**config.mk**
```make
export PLATFORM = sky130hd
export DESIGN_NAME = matrix_mult_seq
export DESIGN_NICKNAME = d
export VERILOG_FILES = /design/src/rtl/matrix_pkg.sv /design/src/rtl/matrix_mult_seq_mac_unit.sv /design/src/rtl/matrix_mult_seq.sv
export SDC_FILE = /design/constraint.sdc
export NUM_CORES = 2
export LEC_CHECK = 0
export ABC_CLOCK_PERIOD_IN_PS = 28900
export BUFFER_PORTS_ARGS = -buffer_cell sky130_fd_sc_hd__buf_2
export CAP_MARGIN = 20
export CORE_ASPECT_RATIO = 1.75
export CORE_MARGIN = 2
export CORE_UTILIZATION = 55
export CTS_BUF_LIST = sky130_fd_sc_hd__clkbuf_16
export DETAILED_ROUTE_END_ITERATION = 7
export HOLD_SLACK_MARGIN = 0.08
export PLACE_DENSITY = 0.74
export SLEW_MARGIN = 20
export SYNTH_ARGS = -nofsm -noshare
export SYNTH_HDL_FRONTEND = slang
export SYNTH_SLANG_ARGS = --single-unit
export TNS_END_PERCENT = 10
```
**constraint.sdc**
```tcl
create_clock -name clk -period 28.9 [get_ports clk]
set_clock_uncertainty 0.15 [all_clocks]
set_input_delay 1.445 -clock clk [delete_from_list [all_inputs] [get_ports clk]]
set_output_delay 1.445 -clock clk [all_outputs]
set_load 0.05 [all_outputs]
```
**src/rtl/matrix_pkg.sv**
```systemverilog
// Shared types and helpers for the sequential N x N signed matrix multiplier:
// FSM state encoding, flat-bus element offsets and accumulator sizing.
package matrix_pkg;

  typedef enum logic [1:0] {
    IDLE,
    CALC,
    DONE
  } state_t;

  // Row-major packing with element [0][0] in the MSBs.
  function automatic int elem_lsb(int i, int j, int n, int w);
    return (n * n - 1 - (i * n + j)) * w;
  endfunction

  // Wide enough for N full-scale signed products without overflow.
  function automatic int acc_width(int n, int w);
    return 2 * w + $clog2(n);
  endfunction

endpackage

```
**src/rtl/matrix_mult_seq_mac_unit.sv**
```systemverilog
// Signed multiply-accumulate with write-back narrowing to W bits.
// MATRIX_SAT_EN selects clamping write-back; otherwise two's-complement wrap.
module mac_unit #(
  parameter int W  = 32,
  parameter int AW = 2 * W + 1
) (
  input  logic         clk,
  input  logic         rst_n,
  input  logic         clear,
  input  logic         en,
  input  logic         last,
  input  logic [W-1:0] a,
  input  logic [W-1:0] b,
  output logic [W-1:0] wb,
  output logic         clamp
);

  logic signed [2*W-1:0] product;
  logic signed [AW-1:0]  acc;
  logic signed [AW-1:0]  sum;

  assign product = (2 * W)'($signed(a)) * (2 * W)'($signed(b));
  assign sum     = acc + {{(AW - 2 * W){product[2*W-1]}}, product};

  // NOTE: state registers use non-blocking assignments so every flop samples
  // pre-edge values regardless of process evaluation order.
  always_ff @(posedge clk) begin
    if (!rst_n || clear) begin
      acc <= '0;
    end else if (en) begin
      acc <= last ? '0 : sum;
    end
  end

`ifdef MATRIX_SAT_EN
  logic fits;

  // The value fits in W bits when all bits from W-1 upward agree.
  assign fits = (&sum[AW-1:W-1]) | ~(|sum[AW-1:W-1]);

  always_comb begin
    wb    = sum[W-1:0];
    clamp = 1'b0;
    if (!fits) begin
      clamp = 1'b1;
      wb    = sum[AW-1] ? {1'b1, {(W - 1){1'b0}}} : {1'b0, {(W - 1){1'b1}}};
    end
  end
`else
  assign wb    = sum[W-1:0];
  assign clamp = 1'b0;
`endif

endmodule

```
**src/rtl/matrix_mult_seq.sv**
```systemverilog
// Sequential N x N signed matrix multiplier, one MAC per clock, valid/ready on
// both sides. MATRIX_SAT_EN enables saturating write-back and the sat flag.
module matrix_mult_seq
  import matrix_pkg::*;
#(
  parameter int N = 2,
  parameter int W = 32
) (
  input  logic             clk,
  input  logic             rst_n,
  input  logic             in_valid,
  output logic             in_ready,
  input  logic [N*N*W-1:0] a_flat,
  input  logic [N*N*W-1:0] b_flat,
  output logic             out_valid,
  input  logic             out_ready,
  output logic [N*N*W-1:0] res_flat,
  output logic             sat
);

  localparam int AW = acc_width(N, W);
  localparam int CW = $clog2(N);
  localparam int FW = N * N * W;
  localparam logic [CW-1:0] LAST = CW'(N - 1);

  state_t          state, state_nx;
  logic [FW-1:0]   a_reg, b_reg;
  logic [CW-1:0]   i, j, k;
  logic            accept, step, last_k, last_elem;
  logic [W-1:0]    a_sel, b_sel, wb;
  logic            clamp;

  assign accept    = in_valid & in_ready;
  assign step      = (state == CALC);
  assign last_k    = (k == LAST);
  assign last_elem = last_k && (j == LAST) && (i == LAST);

  always_ff @(posedge clk) begin
    if (!rst_n) state <= IDLE;
    else        state <= state_nx;
  end

  // NOTE: every combinational output gets a default before the case so no
  // path leaves it unassigned, which would infer a latch.
  always_comb begin
    state_nx  = state;
    in_ready  = 1'b0;
    out_valid = 1'b0;
    case (state)
      IDLE: begin
        in_ready = 1'b1;
        if (in_valid) state_nx = CALC;
      end
      CALC: if (last_elem) state_nx = DONE;
      DONE: begin
        out_valid = 1'b1;
        if (out_ready) state_nx = IDLE;
      end
      default: state_nx = IDLE;
    endcase
  end

  // NOTE: operand registers are deliberately not reset; they are only read
  // in CALC, which can only be entered through a capture.
  always_ff @(posedge clk) begin
    if (accept) begin
      a_reg <= a_flat;
      b_reg <= b_flat;
    end
  end

  // k runs fastest, then j, then i.
  always_ff @(posedge clk) begin
    if (!rst_n || accept) begin
      i <= '0;
      j <= '0;
      k <= '0;
    end else if (step) begin
      if (!last_k) begin
        k <= k + 1'b1;
      end else begin
        k <= '0;
        if (j != LAST) begin
          j <= j + 1'b1;
        end else begin
          j <= '0;
          i <= (i == LAST) ? '0 : i + 1'b1;
        end
      end
    end
  end

  always_comb begin
    a_sel = '0;
    b_sel = '0;
    for (int r = 0; r < N; r++) begin
      for (int c = 0; c < N; c++) begin
        if (i == CW'(r) && k == CW'(c)) a_sel = a_reg[elem_lsb(r, c, N, W) +: W];
        if (k == CW'(r) && j == CW'(c)) b_sel = b_reg[elem_lsb(r, c, N, W) +: W];
      end
    end
  end

  mac_unit #(
    .W (W),
    .AW(AW)
  ) u_mac (
    .clk  (clk),
    .rst_n(rst_n),
    .clear(accept),
    .en   (step),
    .last (last_k),
    .a    (a_sel),
    .b    (b_sel),
    .wb   (wb),
    .clamp(clamp)
  );

  // Elements not yet rewritten keep the previous result until overwritten.
  always_ff @(posedge clk) begin
    if (!rst_n) begin
      res_flat <= '0;
    end else if (step && last_k) begin
      for (int r = 0; r < N; r++) begin
        for (int c = 0; c < N; c++) begin
          if (i == CW'(r) && j == CW'(c)) res_flat[elem_lsb(r, c, N, W) +: W] <= wb;
        end
      end
    end
  end

  always_ff @(posedge clk) begin
    if (!rst_n || accept) sat <= 1'b0;
    else if (step && last_k && clamp) sat <= 1'b1;
  end

endmodule

```
==> summary.md <==
| Metric | Value |
|---|---|
| Run status | complete, no violations |
| Fin. max-slew vios | 0 |
| Most common cell after layout, fill and taps aside | sky130_fd_sc_hd__inv_1 |
| Highest-count cells in the layout ignoring fill and taps | 551 x sky130_fd_sc_hd__inv_1, 488 x sky130_fd_sc_hd__nand2_1, 409 x sky130_fd_sc_hd__fa_1 |
| Syn-to-layout area delta | 12.0% |
| TritonCTS clock tree | done |
| # IOs | between 300 and 400 |
| Data required time at the worst endpoint | between 20 and 30 ns |
| Element type at the critical path start | register |
| DIE HEIGHT | about 330 um |
| Buffers inserted during post-CTS setup optimization | 0 |
| Number of CTS-inserted buffers | 39 |
| CORE AREA | a little over 60,000 um2 |
| Flip-flop and latch count after synthesis | 421 |
| Slowest stage cell on the critical path | sky130_fd_sc_hd__dfxtp_4 |
| Hold_sp | res_flat[25]$_SDFFE_PN0P_ |
| Post-Syn Area | 33,700 um2 |
| Total global routing track utilization | a little under a third |
| Vias in the first global route | 26.2k |
| Post-synthesis sequential area ratio | approximately a third |
| Crit path largest cell delay | ~0.85 ns |
| Fmax achieved | between 80 and 90 MHz |
| Final setup violation count | 0 |
| Worst Tran Pin Value | approximately 1.1 ns |
| Syn avg cell area | 10.4 um2 |
| Number of synthesized flops with an enable pin | 256 |
| Number of remaining DRC errors | 0 |
| Via count of the routed design | approximately 25k |
| Clock-pin transition on the worst setup and hold timing paths | around 0.07 ns |
| Maximum buffer depth of the clock tree | 3 |
| Initial Utilization | approximately 55% |
| Drt pass-1 iters | 5 |
| Horizontal die dimension | roughly 190 um |
| Arrival time worst endpoint | around 12 ns |
| RR Startpoint | k$_SDFFE_PP0N_ |
| # Max-Cap Violations | 0 |
| Share of cells above drive strength 1 | about 17% |
| Pin count of the biggest net entering global routing | 83 |
| Post-synth cell types | 63 |
| Antenna Nets Post-Route | 0 |
| Total of fill cells in the finished design | 5,062 |
| Aggregate negative setup slack | 0 ns |
| Root Driver | sky130_fd_sc_hd__clkbuf_16 |
| Weighted congestion at the end of routability-driven global placement | approximately 0.9 |
| Grt ovf | 0 |
| Row count | 120 |
| Setup repair after global routing missed its margin | false |
| Most repeated library cell on the critical path | sky130_fd_sc_hd__fa_1 |
| Total Nets Final | roughly 4.4k |
| Final period demand of the worst path | approximately 12 ns |
| Total Routed Length | 95,500 um |
| Number of hold-repair buffers added at the cts stage | 0 |
| H-tree depth | 2 |
| Initial DRC Count | ~1.4k |
| Warnings from Yosys | 0 |
| Final number of hold-violating endpoints | 0 |
| Via-per-instance ratio | 5.55 |
| Global-route wire length before repair | around 150,000 um |
| Count of clock tree sinks | approximately 420 |
| CP Max Fanout | 59 |
| Worst setup path start | k$_SDFFE_PP0N_ |
| Async set-reset flop share out of synthesis | 0% |
| Gate Count Post-Synth | 3,249 |
| Number of antenna violations at the first check in global routing | 15 |
| Part of the cycle the worst path needs | 40.8% |
| Post_cts resized | 0 |
| IO Port Bufs | ~390 |
| Sort of element at the end of the critical path | register |
| R2r setup slk | between 15 and 20 ns |
| Class of the most critical hold timing path | reg -> reg |
| Sum of net half-perimeters after detailed placement | roughly 76,000 um |
| Clock latency at the later pin of the worst-skew pair | between 0.5 and 0.6 ns |
| Average detailed-routed wire length per instance | 21.6 um |
| Relative slew margins | a little under a quarter |
| Synth Net Count | 4,101 |
| Area enclosed by the die boundary | 63,300 um2 |
| Critical Setup Path Class | reg -> reg |
| Flip-flop cell with the highest count after synthesis | sky130_fd_sc_hd__edfxtp_1 |
## critical path: cells and delay by family, from the launching register on
family	cells	cell delay [ns]
multiplexers	1	0.68
AND/OR/NAND/NOR	2	0.61
flip-flops	1	0.85
adder cells (fa/ha/maj)	10	4.35
buffers and inverters	6	1.46
AO/OA/AOI/OAI	14	3.14
XOR/XNOR	2	0.34
## cell usage after synthesis, types with 64 or more instances
master	instances	area share, %
sky130_fd_sc_hd__edfxtp_1	256	23
sky130_fd_sc_hd__nand2_1	488	5.4
sky130_fd_sc_hd__mux4_2	64	4.3
sky130_fd_sc_hd__nor2_1	292	3.3
sky130_fd_sc_hd__ha_1	183	6.8
sky130_fd_sc_hd__inv_1	544	6.1
sky130_fd_sc_hd__a21boi_0	78	1.7
sky130_fd_sc_hd__o21ai_0	69	1.0
sky130_fd_sc_hd__xnor2_1	83	2.2
sky130_fd_sc_hd__dfxtp_1	165	9.8
sky130_fd_sc_hd__and2_1	107	2.0
sky130_fd_sc_hd__fa_1	409	24
sky130_fd_sc_hd__clkbuf_1	109	1.2
## path summary, 6_finish.rpt
path	end	cells past startpoint
worst max register to register	u_mac.acc[31]$_SDFFE_PP0N_	35
worst max-delay path	u_mac.acc[31]$_SDFFE_PP0N_	35
worst min register to register	res_flat[25]$_SDFFE_PN0P_	2
worst min-delay path	res_flat[25]$_SDFFE_PN0P_	2
## layer usage
| metal | vias to the layer above | track usage [%] | share of wire [%] | wire length [um] |
|---|---|---|---|---|
| met2 | 987 | 54.5 | 52 | 49300 |
| met1 | 12295 | 36.2 | 36 | 33900 |
| met3 | 242 | 6.13 | 7.5 | 7140 |
| li1 | 11000 | - | - | - |
| met5 | - | 0 | 0.080 | 76 |
| met4 | 12 | 15.2 | 5.3 | 5060 |
## area by class of cell
type / count / area, um2 / area share (%)
Multi-Input combinational cell: 2145 / 20100 / 53.1
Sequential cell: 421 / 11000 / 29.2
Timing Repair Buffer: 434 / 2280 / 6.05
Inverter: 544 / 2040 / 5.41
Clock buffer: 40 / 1000 / 2.65
Tap cell: 793 / 992 / 2.63
Clock inverter: 31 / 335 / 0.889
Antenna cell: 10 / 25.0 / 0.0663
## cell families (layout without fill, tap and decap cells)
group / after synthesis / count (layout) / synth area share, %
adder cells (fa/ha/maj): 592 / 592 / 31.1
other: 1 / 11 / 0.0111
AND/OR/NAND/NOR: 962 / 962 / 12.0
XOR/XNOR: 114 / 114 / 3.09
flip-flops: 421 / 421 / 32.6
AO/OA/AOI/OAI: 342 / 342 / 6.67
multiplexers: 134 / 134 / 6.49
buffers and inverters: 683 / 1049 / 8.03
## metrics by stage
step	cells	hold WS [ns]	setup slack (ns)	utilization, %	instance area [um2]
floorplan	3249	0.290	18.31	-	33700
global placement	4337	0.298	17.21	59.7	36400
detailed placement	4337	0.305	17.12	59.7	36400
CTS	4408	0.315	17.11	61.9	37700
global route	4417	0.340	16.50	61.9	37700
finish	4418	0.319	17.11	61.9	37700
Power is not shown: default switching activity piles up to over one toggle a cycle in this logic, so the estimate is an artifact.
